<file path="src/rtl/obstacle_manager.sv">
// obstacle_manager: NUM_OBS obstacle slots that spawn at the right edge,
// scroll left once per game tick while the game runs, and despawn off-screen.
// The scene freezes on a crash and is cleared when a new game starts.
// Optional feature macro: OBSTACLE_SPEEDUP_EN (speed +1 every 600 RUN ticks,
// saturating at 15). Without it the scroll speed is a constant BASE_SPEED.
module obstacle_manager #(
  parameter int NUM_OBS    = 2,
  parameter int POS_W      = 9,
  parameter int SPAWN_X    = 250,
  parameter int BASE_SPEED = 2,
  parameter int MIN_GAP    = 40,
  parameter int NUM_TYPES  = 5
) (
  input  logic                     clk,
  input  logic                     rst_n,
  input  logic                     game_tick,
  input  logic                     game_start,
  input  logic                     game_over,
  input  logic [7:0]               rng,
  output logic [NUM_OBS*POS_W-1:0] obs_pos,
  output logic [NUM_OBS*3-1:0]     obs_type,
  output logic [NUM_OBS-1:0]       obs_active,
  output logic                     spawn_pulse,
  output logic [3:0]               speed
);

  // Gap counter must hold MIN_GAP + 15 (largest reload value).
  localparam int                GAP_W     = $clog2(MIN_GAP + 16);
  localparam logic [POS_W-1:0]  SPAWN_POS = POS_W'(SPAWN_X);
  localparam logic [3:0]        BASE_SPD  = 4'(BASE_SPEED);
  localparam logic [GAP_W-1:0]  GAP_INIT  = GAP_W'(MIN_GAP);
  localparam logic [3:0]        TYPE_LIM  = 4'(NUM_TYPES);

  typedef enum logic [1:0] {
    ST_IDLE   = 2'd0,
    ST_RUN    = 2'd1,
    ST_FROZEN = 2'd2
  } state_e;

  state_e                   state_q;
  logic [NUM_OBS*POS_W-1:0] pos_q, pos_d;
  logic [NUM_OBS*3-1:0]     type_q, type_d;
  logic [NUM_OBS-1:0]       act_q, act_d;
  logic [NUM_OBS-1:0]       free_oh_s;
  logic [GAP_W-1:0]         gap_q, gap_d;
  logic                     spawn_q;
  logic                     spawn_en_s;
  logic [3:0]               speed_q, speed_d;
  logic [POS_W-1:0]         spd_ext_s;
  logic [POS_W-1:0]         slot_pos_s;
  logic [2:0]               new_type_s;
  logic                     unused_rng_s;

  // rng[3] takes no part in type or gap selection.
  assign unused_rng_s = rng[3];

  // Next slot/gap state for one RUN tick, computed from the pre-tick snapshot
  always_comb begin
    spd_ext_s  = POS_W'(speed_q);
    // Lowest inactive slot as a one-hot vector; zero when every slot is busy.
    free_oh_s  = ~act_q & (act_q + NUM_OBS'(1));
    spawn_en_s = (gap_q == '0) && (free_oh_s != '0);

    if ({1'b0, rng[2:0]} < TYPE_LIM) begin
      new_type_s = rng[2:0];
    end else begin
      new_type_s = 3'd0;
    end

    if (spawn_en_s) begin
      gap_d = GAP_INIT + GAP_W'(rng[7:4]);
    end else if (gap_q != '0) begin
      gap_d = gap_q - GAP_W'(1);
    end else begin
      gap_d = gap_q;
    end

    pos_d      = pos_q;
    type_d     = type_q;
    act_d      = act_q;
    slot_pos_s = '0;
    for (int i = 0; i < NUM_OBS; i++) begin
      slot_pos_s = pos_q[i*POS_W +: POS_W];
      if (spawn_en_s && free_oh_s[i]) begin
        // Freshly spawned slot is not moved on its spawn tick.
        pos_d[i*POS_W +: POS_W] = SPAWN_POS;
        type_d[i*3 +: 3]        = new_type_s;
        act_d[i]                = 1'b1;
      end else if (act_q[i] && (slot_pos_s >= spd_ext_s)) begin
        pos_d[i*POS_W +: POS_W] = slot_pos_s - spd_ext_s;
      end else if (act_q[i]) begin
        // Would scroll past the left edge: despawn.
        pos_d[i*POS_W +: POS_W] = '0;
        act_d[i]                = 1'b0;
      end else begin
        pos_d[i*POS_W +: POS_W] = slot_pos_s;
      end
    end
  end

`ifdef OBSTACLE_SPEEDUP_EN
  logic [9:0] tick_cnt_q, tick_cnt_d;

  // Count RUN ticks and bump the speed every 600 ticks, saturating at 15
  always_comb begin
    if (tick_cnt_q == 10'd599) begin
      tick_cnt_d = 10'd0;
      if (speed_q == 4'd15) begin
        speed_d = speed_q;
      end else begin
        speed_d = speed_q + 4'd1;
      end
    end else begin
      tick_cnt_d = tick_cnt_q + 10'd1;
      speed_d    = speed_q;
    end
  end
`else
  // Scroll speed stays at its base value
  always_comb begin
    speed_d = speed_q;
  end
`endif

  // Game-state FSM and all registered slot/gap/speed state
  always_ff @(posedge clk or negedge rst_n) begin
    if (!rst_n) begin
      state_q    <= ST_IDLE;
      pos_q      <= '0;
      type_q     <= '0;
      act_q      <= '0;
      gap_q      <= GAP_INIT;
      spawn_q    <= 1'b0;
      speed_q    <= BASE_SPD;
`ifdef OBSTACLE_SPEEDUP_EN
      tick_cnt_q <= 10'd0;
`endif
    end else begin
      spawn_q <= 1'b0;
      case (state_q)
        ST_IDLE, ST_FROZEN: begin
          // game_over wins over a simultaneous game_start: stay put.
          if (game_over) begin
            state_q <= state_q;
          end else if (game_start) begin
            state_q    <= ST_RUN;
            pos_q      <= '0;
            type_q     <= '0;
            act_q      <= '0;
            gap_q      <= GAP_INIT;
            speed_q    <= BASE_SPD;
`ifdef OBSTACLE_SPEEDUP_EN
            tick_cnt_q <= 10'd0;
`endif
          end else begin
            state_q <= state_q;
          end
        end
        ST_RUN: begin
          if (game_over) begin
            state_q <= ST_FROZEN;
          end else if (game_tick) begin
            pos_q      <= pos_d;
            type_q     <= type_d;
            act_q      <= act_d;
            gap_q      <= gap_d;
            spawn_q    <= spawn_en_s;
            speed_q    <= speed_d;
`ifdef OBSTACLE_SPEEDUP_EN
            tick_cnt_q <= tick_cnt_d;
`endif
          end else begin
            state_q <= ST_RUN;
          end
        end
        default: begin
          state_q <= ST_IDLE;
        end
      endcase
    end
  end

  assign obs_pos     = pos_q;
  assign obs_type    = type_q;
  assign obs_active  = act_q;
  assign spawn_pulse = spawn_q;
  assign speed       = speed_q;

endmodule
</file>
<file path="config.mk">
export PLATFORM = sky130hd
export DESIGN_NAME = obstacle_manager
export DESIGN_NICKNAME = d
export VERILOG_FILES = /design/src/rtl/obstacle_manager.sv
export SDC_FILE = /design/constraint.sdc
export NUM_CORES = 1
export LEC_CHECK = 0
export CORE_ASPECT_RATIO = 0.75
export CORE_MARGIN = 5
export CORE_UTILIZATION = 45
export CTS_CLUSTER_DIAMETER = 120
export DETAILED_ROUTE_END_ITERATION = 6
export PLACE_DENSITY = 0.72
export SLEW_MARGIN = 20
export SYNTH_ARGS = -nofsm -noshare
export SYNTH_HDL_FRONTEND = slang
export SYNTH_SLANG_ARGS = --single-unit
</file>
<file path="constraint.sdc">
create_clock -name clk -period 2.8 [get_ports clk]
set_clock_uncertainty 0.15 [all_clocks]
set_input_delay 0.56 -clock clk [delete_from_list [all_inputs] [get_ports clk]]
set_output_delay 0.56 -clock clk [all_outputs]
set_load 0.1 [all_outputs]
</file>
Word-level counts from Yosys, hierarchy flattened:

Cells that the tools add are included.

* flip-flop bits (word level): 35
* latch bits: 0
* RAM bits: 0
* memory bits (read-only): 0
* logic and storage cells: 95
* memories: 0

* $add $sub $neg: 5
* multipliers: 0
* divide/modulo/power cells: 0
* magnitude comparators: 3
* equal/unequal tests: 14
* shift operators: 0
* mux-type cells: 43
* bitwise logic cells: 2
* reductions and logical operators: 19

Operators with widths (count)
* $mux W18: 4
* $mux W6: 10
* $mux W9: 6
* $reduce_and A6 Y1: 7
* $pmux W18 S2: 1
* $pmux W6 S2: 2
* $ge A9 B2 Y1 const B: 2
* $sub A9 B2 Y9 const B: 2
* $mux W2: 8
* $ne A2 B2 Y1 const B: 6
* $ne A3 B3 Y1 const B: 4
* $mux W3: 3
* $ne A4 B4 Y1 const B: 2
* $pmux W2 S2: 2
* $mux W1: 7
* $add A6 B4 Y6 const A: 1
* $logic_not A6 Y1: 1
* $reduce_bool A6 Y1: 1
* $sub A6 B1 Y6 const B: 1
* $logic_and A1 B1 Y1: 5
* $reduce_bool A2 Y1: 2
* $lt A3 B3 Y1 const B: 1
* $reduce_and A3 Y1: 1
* $add A2 B1 Y2 const B: 1
* other kinds (6): 6

Longest topological paths before layout:

* word-level depth: 9
* gate-level depth with buffers: 7
* mapped depth without buffers: 6

Least setup slack after synthesis:

Ideal clock, no wire load.

* kind: reg-to-reg
* start point: register pos_q[10], in the netlist obs_pos[10]
* end point: register pos_q[16], in the netlist obs_pos[16]
* library setup time: 0.129 ns
* data arrival time: 2.155 ns
* setup slack: 0.366 ns
* stages on the path, launching flop included: 7
* period minus slack after synthesis: 2.434 ns
* path through: dfrtp_1 inv_1 ha_1 or4b_2 o211ai_1 a31o_2 nand3_1

* word-level cells in the longest chain between the ends: 7
* elaborated cells on any way between the ends: 10

RTL lines
* start, declared: RTL line 41 `logic [NUM_OBS*POS_W-1:0] pos_q, pos_d;`
* start signal, assigned: RTL line 163 `pos_q <= pos_d;`
* $ge A9 B2 Y1: RTL line 89 `end else if (act_q[i] && (slot_pos_s >= spd_ext_s)) begin`
* $logic_and A1 B1 Y1: RTL line 89
* $mux W9: RTL line 89
* $mux W9: RTL line 84 `if (spawn_en_s && free_oh_s[i]) begin`
* $mux W18: RTL line 162 `end else if (game_tick) begin`
* $mux W18: RTL line 160 `if (game_over) begin`
* $pmux W18 S2: RTL line 140 `case (state_q)`

Several ways; a longest one is shown, not always the timed one. The select of a mux whose other input is x is not followed.
A chain may end at the register's enable or synchronous reset.

Final worst setup path:

* start point: register gap_q[0]
* end point: register type_q[2], in the netlist obs_type[2]

* word-level cells in the longest chain between the ends: 5

RTL lines
* start, declared: RTL line 45 `logic [GAP_W-1:0] gap_q, gap_d;`
* start signal, assigned: RTL line 166 `gap_q <= gap_d;`
* $logic_not A6 Y1: RTL line 62 `spawn_en_s = (gap_q == '0) && (free_oh_s != '0);`
* $logic_and A1 B1 Y1: RTL line 62
* $logic_and A1 B1 Y1: RTL line 84
* $ne A2 B2 Y1 (no source line)
* $reduce_and A6 Y1 (no source line)
* end signal, assigned: RTL line 164 `type_q <= type_d;`
* end, declared: RTL line 42 `logic [NUM_OBS*3-1:0] type_q, type_d;`

Every way passes these cells.

==> flow_summary.yaml <==
setup_path:
  r2r_slack_ns: 0.44
  setup.worst_path.class: "flop to flop"
  cp-start-kind: "flop"
  path_max_fanout: 7
  end_kind: "flop"
  cp.arrival_ns: 2.37
  cp_data_required_time_ns: 2.81
  r2r_cells: 6
global_route:
  grt_pass1_vias: 1667
  antenna_found_initial: 0
  grt_remaining_overflow: 0
  grt_use_met2_pct: 24.5
  grt_max_degree: 34
  top_usage_layer: "met1"
  gr-usage-all-layers_pct: 17.8
  grt_first_pass_wirelength_mm: 8.36
  grtUsageMet3_pct: 4.28
  grtUsageMet1_pct: 27.1
sta:
  maxSlewViolCount: 0
  hold_viol_final: 0
  setup_ws_ns: 0.436
  fin_crit_ns: 2.36
  fin_crit_sh_pct: 84.4
  worst_slew_pin_slew_ns: 0.538
  maxSlewHeadroom_pct: 63.6
  setup_tns_ns: 0
  final-setup-viol-count: 0
  fmaxAchievable_mhz: 423
  grt_setup_unrepaired: "false"
floorplanning:
  die_w_um: 88.2
  core-area_um2: 4440
  start_util_pct: 46.5
  die_y_um: 68.7
  row_count: 21
  dieArea_um2: 6060
  io_pins: 44
finish:
  drive_gt1_share_pct: 20.0
  layout_commonest_cell: "dfrtp_1"
  post-route-util_pct: 56.0
  layout_common_cells: "dfrtp_1, buf_4, inv_1"
  diodes: 0
  final_cells: 317
  syn2layout_area_growth_pct: 20.3
  nets: 276
clocking:
  post_cts_buffers: 0
  cts_buffer_depth: 2
  htree_levels: 2
  cts.repair.resized: 0
  clock_latency_ns: 0.28
  numCtsBuffers: 5
  cts_tree: "built"
  path_clk_slew_ns: 0.06
  ctsHoldBuffers: 0
  cts_root_buffer: "clkbuf_8"
  cts_num_sinks: 33
placed_design:
  gp_congestion: 0.908
  dp_hpwl_mm: 3.67
  place_ws_ns: 0.348
  dp.cells: 310
  port_buffers: 36
hold_path:
  hp-class: "flop to flop"
  holdPathStages: 1
run:
  maxCapViolCount: 0
synthesis:
  ys_ff_latch: 33
  synth_area_leaders: "dfrtp_1, o211ai_1, inv_1, nor2_1, dfstp_2"
  synthFlopType: "dfrtp_1"
  ys_warn_count: 0
  synthCells: 222
  synth_top_area_share_pct: 37.6
  netlist_area_um2: 2070
  yosysUniqueCellTypes: 63
  ys_async_sr_fraction_pct: 100
  yosys.area.top_type: "dfrtp_1"
  ys_seq_area_share_pct: 40.1
  syn-mean-instance-area_um2: 9.31
  synth_edf_count: 0
routing:
  route.detailed.wl_per_inst_um: 15.6
  drt_wl_total_mm: 4.95
  vias_per_cell: 5.82
  drc: 0
  drtAntennaViolNets: 0
  dr.pass1.iters: 4
  num_vias: 1844
  drtIter0Drc: 144
power:
  p_leak_nw: 1.09
  max-vdd-ir-drop_uv: 304
  p_per_area_nw_per_um2: 547
run_status:
  outcome: "finished, final reports clean"
-- path summary, 6_finish.rpt --
kind / to / startpoint
worst max-delay path: obs_type[2] / gap_q[0]
worst min-delay path: obs_type[4] / obs_type[4]
worst max register to register: obs_type[2] / gap_q[0]
worst min register to register: obs_type[4] / obs_type[4]
max in group asynchronous: gap_q[5] / rst_n
min in group asynchronous: obs_pos[8] / rst_n
-- flip-flops by register name, summed over array words and instances (netlist names) --
register,count
gap_q,6
obs_active,2
obs_pos,16
obs_type,6
spawn_pulse,1
state_q,2
-- per-layer routing --
metal  wire length, um  up-vias
li1                  -      906
met1              2570      881
met2              2050       55
met3               295        2
met4                36        0
met5                 0        -
-- stage by stage --
step	total power, W	hold WS (ns)	instance area, um2
after CTS	0.00137	0.353	2480
final	0.00136	0.347	2480
after global routing	0.00144	0.366	2480
after global placement	0.00100	0.334	2400
after floorplan	0.000926	0.114	2080
after detailed placement	0.00101	0.328	2400
-- kinds of logic after synthesis --
logic type / after synthesis / share of synthesized area, %
compound gates: 68 / 24.7
fa+ha+maj: 3 / 1.82
buf+inv: 29 / 6.84
flops: 33 / 40.1
mux: 4 / 2.12
other cells: 2 / 0.364
simple gates: 83 / 24.0
-- synth_stat cells, drive strengths merged, types with 2 or more instances --
cell,count
nand4,4
nand3b,2
nand2b,8
inv,16
a311oi,2
mux2,3
ha,3
o31ai,4
o211ai,12
o2bb2ai,6
o22ai,3
nor2b,2
a21oi,8
or3b,2
buf,9
dfstp,2
a211o,2
nand2,11
or4b,2
or3,2
clkbuf,4
dfrtp,31
nor4b,3
and3,3
nand3,9
o21ai,7
and2,4
a211oi,3
a21boi,2
a31o,2
nor3,10
nor2,16
a31oi,5
conb,2
-- where the power goes --
part	internal (W)	switching [W]	total [W]
clock network	0.000195	0.000161	0.000356
logic	0.000133	0.000271	0.000404
registers	0.000530	0.0000697	0.000600
total	0.000858	0.000502	0.00136
-- critical path, stage by stage, from the launching register on --
cell and delay, ns:
dfrtp_1 0.39, inv_1 0.10, ha_1 0.21, or4b_1 0.67, nor3_4 0.28, o21ai_2 0.11, mux2_1 0.33
-- final cells by class --
class	count	area (um2)
inverters	16	60.1
multi-input cells	164	1110
flip-flops and latches	33	828
clock buffers	7	86.3
well taps	57	71.3
fillers	416	1960
repair buffers	40	328
Note: power is estimated with default switching activity, not from simulation.
